**src/rtl/dmem_store_rmw.sv**
```systemverilog
// Store path into the word-wide data RAM: sw writes directly, sb/sh read the word,
// merge the lane(s) and write it back. One request in flight at a time.
module dmem_store_rmw #(
  parameter int ADDR_W   = 14,
  parameter int READ_LAT = 1
) (
  input  logic              clk,
  input  logic              rst,
  input  logic              st_valid,
  output logic              st_ready,
  input  logic [31:0]       st_addr,
  input  logic [31:0]       st_data,
  input  logic [1:0]        st_type,
  output logic              st_done,
  output logic              st_err,
  output logic [ADDR_W-1:0] mem_addr,
  output logic              mem_we,
  output logic [31:0]       mem_wdata,
  input  logic [31:0]       mem_rdata
);

  localparam logic [1:0] TYPE_SB = 2'b00;
  localparam logic [1:0] TYPE_SH = 2'b01;
  localparam logic [1:0] TYPE_SW = 2'b10;
  localparam logic [2:0] LAT_INIT = 3'(READ_LAT);

  typedef enum logic [2:0] {
    S_IDLE,
    S_READ,
    S_WAIT,
    S_WRITE,
    S_ERR
  } state_t;

  state_t state_q, state_d;

  logic [ADDR_W-1:0] addr_q;
  logic [1:0]        off_q;
  logic [1:0]        type_q;
  logic [15:0]       data_q;
  logic [31:0]       wdata_q;
  logic [2:0]        cnt_q;
  logic              bad_req;
  logic              unused_hi_addr;

  // Address bits above the RAM index wrap silently.
  assign unused_hi_addr = &{1'b0, st_addr[31:ADDR_W+2]};

  assign bad_req = (st_type == 2'b11)
                 || ((st_type == TYPE_SH) && st_addr[0])
                 || ((st_type == TYPE_SW) && (st_addr[1:0] != 2'b00));

  function automatic logic [31:0] merge_word(input logic [31:0] word,
                                             input logic [15:0] data,
                                             input logic [1:0]  typ,
                                             input logic [1:0]  off);
    logic [31:0] r;
    r = word;
    if (typ == TYPE_SB) begin
      case (off)
        2'd0:    r[7:0]   = data[7:0];
        2'd1:    r[15:8]  = data[7:0];
        2'd2:    r[23:16] = data[7:0];
        default: r[31:24] = data[7:0];
      endcase
    end else if (typ == TYPE_SH) begin
      if (off[1]) r[31:16] = data;
      else        r[15:0]  = data;
    end
    return r;
  endfunction

  always_comb begin
    state_d = state_q;
    case (state_q)
      S_IDLE: begin
        if (st_valid) begin
          if (bad_req)                  state_d = S_ERR;
          else if (st_type == TYPE_SW)  state_d = S_WRITE;
          else                          state_d = S_READ;
        end
      end
      S_READ:  state_d = S_WAIT;
      S_WAIT:  if (cnt_q == 3'd1) state_d = S_WRITE;
      S_WRITE: state_d = S_IDLE;
      S_ERR:   state_d = S_IDLE;
      default: state_d = S_IDLE;
    endcase
  end

  // The sw data goes straight into the write register on accept; sb/sh overwrite it
  // with the merged word on the last WAIT cycle, when mem_rdata is valid.
  always_ff @(posedge clk) begin
    if (rst) begin
      state_q <= S_IDLE;
      addr_q  <= '0;
      off_q   <= '0;
      type_q  <= '0;
      data_q  <= '0;
      wdata_q <= '0;
      cnt_q   <= '0;
    end else begin
      state_q <= state_d;
      case (state_q)
        S_IDLE: begin
          if (st_valid) begin
            addr_q  <= st_addr[ADDR_W+1:2];
            off_q   <= st_addr[1:0];
            type_q  <= st_type;
            data_q  <= st_data[15:0];
            wdata_q <= st_data;
          end
        end
        S_READ: cnt_q <= LAT_INIT;
        S_WAIT: begin
          cnt_q <= cnt_q - 3'd1;
          if (cnt_q == 3'd1) wdata_q <= merge_word(mem_rdata, data_q, type_q, off_q);
        end
        default: ;
      endcase
    end
  end

  assign st_ready  = (state_q == S_IDLE);
  assign st_done   = (state_q == S_WRITE) || (state_q == S_ERR);
  assign st_err    = (state_q == S_ERR);
  assign mem_we    = (state_q == S_WRITE);
  assign mem_addr  = addr_q;
  assign mem_wdata = wdata_q;

endmodule

```
**config.mk**
```make
export PLATFORM = sky130hd
export DESIGN_NAME = dmem_store_rmw
export DESIGN_NICKNAME = d
export VERILOG_FILES = /design/src/rtl/dmem_store_rmw.sv
export SDC_FILE = /design/constraint.sdc
export NUM_CORES = 1
export LEC_CHECK = 0
export ABC_AREA = 1
export BUFFER_PORTS_ARGS = -buffer_cell sky130_fd_sc_hd__buf_2
export CORE_UTILIZATION = 45
export DETAILED_ROUTE_END_ITERATION = 6
export GPL_TIMING_DRIVEN = 0
export MAX_ROUTING_LAYER = met4
export PLACE_DENSITY_LB_ADDON = 0.05
export SLEW_MARGIN = 0
export SYNTH_ARGS = -nofsm -noshare
export SYNTH_HDL_FRONTEND = slang
export SYNTH_SLANG_ARGS = --single-unit
export TNS_END_PERCENT = 30
```
**constraint.sdc**
```tcl
create_clock -name clk -period 1.4 [get_ports clk]
set_input_delay 0.14 -clock clk [delete_from_list [all_inputs] [get_ports clk]]
set_output_delay 0.14 -clock clk [all_outputs]
set_load 0.01 [all_outputs]
```
==> flow_summary.toml <==
[outcome]
status = "finished with violations"
violations = "setup timing"

[drt]
route.vias.total = 5119
wirelength_mm = 14.7
drc = 0
vias_per_cell = 5.05
first_iter_violations = 266
wl_per_cell_um = 14.5
drt_pre_antenna_iters = 5
ant_nets = 0

[critical_path]
setup.worst_path.start_class = "flop"
timing.rr.start = "cnt_q[1]"
worstSetupEndpointType = "flop"
reg2reg_depth = 9
cp_cell_sequence = "inv_2 > ha_4 > nand2_4 > a21boi_4 > nand2_8 > buf_6 > nor2_1 > nand2_1 > a21oi_1"
path_buf_inv = 2
cp_max_fo = 6
endpoint = "mem_wdata[0]"
crit_family = "compound AO/OA/AOI/OAI gates"
critPathSlowestCell = "dfxtp_2"
r2r_slack_ps = -110
max_stage_delay_ps = 330
crit_type = "flop to flop"
arrival_ps = 1790
crit_start = "cnt_q[1]"
crit_cells = 9
r2r-end = "mem_wdata[0]"
crit_required_ps = 1680

[synth]
yosysWarnings = 0
synthCells = 724
synth_area_per_cell_um2 = 6.12
ys.flop_type = "dfxtp_1"
synth_top_area_cell = "dfxtp_1"
synth_edf_count = 0
yosysUniqueCellTypes = 28
synth_top_area_share_pct = 32.5
synth.net_count = 827
ys_top_cells_by_count = "nand2_1 (241), nand3_1 (94), nor2_1 (91), dfxtp_1 (72), inv_1 (65)"
async_flop_share_pct = 0
post-synth-top-count-cell = "nand2_1"
syn_area_mm2 = 0.00443
synth-seq-area-share_pct = 32.5
synth_seq_cells = 72
ys_top_cells_by_area = "dfxtp_1 (33%), nand2_1 (20%), nand3_1 (11%)"

[finish]
syn_to_final_growth_pct = 33.3
n_antenna_cell = 0
fin_area_mm2 = 0.00591
final_util_pct = 63.0
nets = 982
drive_gt1_share_pct = 29.2
instances_no_fill = 1013

[timing]
slew_headroom_pct = 57.7
tightest_slew_ps = 635
min_period_ps = 1510
setup_tns_ps = -1150
rsz0062_at_grt = "yes"
finalSetupViolCount = 30
fin_crit_sh_pct = 108
hold_slack_ps = 41.2
finClkSkew_ps = 8.61
worst_slack_ps = -106
drv_slew = 0
finalHoldViolCount = 0
fmax_mhz = 664

[power]
p_per_area_mw_per_mm2 = 1280
power.leakage_nw = 2.93
vdd_drop_max_mv = 0.749

[clock_tree]
cts_num_sinks = 72
cts_tree = "done"
cts_buffer_depth = 2
numCtsBuffers = 9
clk_latency_ps = 360
root_buffer = "clkbuf_8"
cts.clk_slew.worst_paths_ps = 90
htreeDepth = 3

[floorplanning]
rows = 35
die_area_mm2 = 0.0102
initial_utilization_pct = 47.3
num_io_pins = 151
die_w_um = 101
fp.dieH_um = 101
core_mm2 = 0.00937

[global_routing]
grt_util_all_layers_pct = 30.5
first_global_vias = 4583
grt-ovfl-total = 0
grt_first_pass_wirelength_mm = 23.2
antenna_found_initial = 0
grt_max_degree = 15

[place]
placed_area_mm2 = 0.00525
port_buffers = 132
dp.cells = 985
gp_congestion = 0.944
hpwlAfterDp_mm = 11.0

[hold_path]
hold_class = "input port to flop"

[run]
maxCapViolCount = 0
-- metal layers --
| metal | GRT usage (%) | up-vias | wire length (µm) |
|---|---|---|---|
| li1 | - | 2609 | - |
| met1 | 40.1 | 2302 | 6770 |
| met2 | 48.1 | 187 | 6760 |
| met3 | 3.59 | 21 | 838 |
| met4 | 10.8 | 0 | 333 |
| met5 | - | - | 0 |
-- kinds of logic (layout without fill, tap and decap cells) --
group,after synthesis,after routing,synth area share [%]
AOI/OAI and AO/OA,90,90,12.0
xor gates and xnor gates,1,1,0.198
adders and majority gates,2,2,0.565
buffers and inverters,114,273,12.5
DFF,72,72,32.5
and+or+nand+nor,445,446,42.2
-- power by group --
group / internal, mW / switching, mW / total, mW / leakage, nW
Combinational: 1.24 / 1.85 / 3.10 / 2.23
Clock: 1.02 / 0.912 / 1.93 / 0.110
Sequential: 2.35 / 0.189 / 2.54 / 0.598
Total: 4.62 / 2.96 / 7.57 / 2.93
-- metrics by stage --
step,setup WS [ps],total power [mW]
2_1_floorplan,107,4.34
6_report,-106,7.57
4_1_cts,-54.9,7.37
5_1_grt,-182,8.03
3_5_place_dp,-257,5.18
3_3_place_gp,-236,5.13
-- worst register-to-register path, stage by stage, from the launching register on --
cell      delay (ps)
dfxtp_2          330
inv_2             60
ha_4             130
nand2_4           60
a21boi_4         250
nand2_8          120
buf_6            160
nor2_1            90
nand2_1           90
a21oi_1          150
-- cells in the final DEF, fill, tap and decap left out, types with 2 or more instances in the layout --
| master | instances |
|---|---|
| o21ai_0 | 2 |
| nand2_8 | 2 |
| clkbuf_1 | 8 |
| nor3_1 | 3 |
| inv_6 | 2 |
| nor2_4 | 7 |
| inv_4 | 3 |
| inv_1 | 62 |
| a21oi_1 | 54 |
| clkbuf_2 | 2 |
| inv_2 | 5 |
| nand2_1 | 236 |
| a21oi_2 | 11 |
| clkbuf_8 | 14 |
| nor2_1 | 79 |
| clkinv_4 | 2 |
| clkbuf_4 | 2 |
| clkinvlp_4 | 2 |
| bufinv_16 | 2 |
| buf_4 | 17 |
| dfxtp_1 | 64 |
| dfxtp_4 | 3 |
| a211oi_1 | 20 |
| buf_8 | 3 |
| nand2_2 | 4 |
| buf_2 | 132 |
| nor2_2 | 9 |
| nand3_1 | 94 |
| buf_12 | 2 |
| buf_6 | 14 |
| dfxtp_2 | 5 |
| nand2_4 | 6 |
-- how the worst min path moves through the flow --
| stage | from | to | slack [ps] | cells after the start |
|---|---|---|---|---|
| global placement | rst | data_q[0] | 410 | 2 |
| detailed placement | rst | data_q[0] | 410 | 2 |
| floorplan | st_addr[2] | mem_addr[0] | 300 | 2 |
| CTS | rst | state_q[2] | 40 | 2 |
| finish | rst | state_q[2] | 40 | 2 |
| global route | rst | state_q[2] | 40 | 2 |
-- area by class of cell --
class / count / area (µm²)
sequential: 72 / 1460
clock inverter: 7 / 103
multi-input combinational: 539 / 2620
inverter: 72 / 289
clock buffer: 9 / 124
timing repair buffer: 143 / 781
fill: 959 / 3460
tap: 129 / 161
buffer: 42 / 374
-- state kept, by name, indices dropped and copies added, names as in the netlist --
signal / flops
mem_addr: 14
state_q: 3
cnt_q: 3
off_q: 2
type_q: 2
mem_wdata: 32
data_q: 16
-- timing repair --
item | in CTS | in global routing
gates cloned | 2 | 0
hold buffers | 0 | 0
endpoints found under the setup margin | 60 | 72
gates resized for setup | 49 | 53
pin swaps | 8 | 4
buffers inserted | 8 | 2
(Power assumes the default switching activity.)
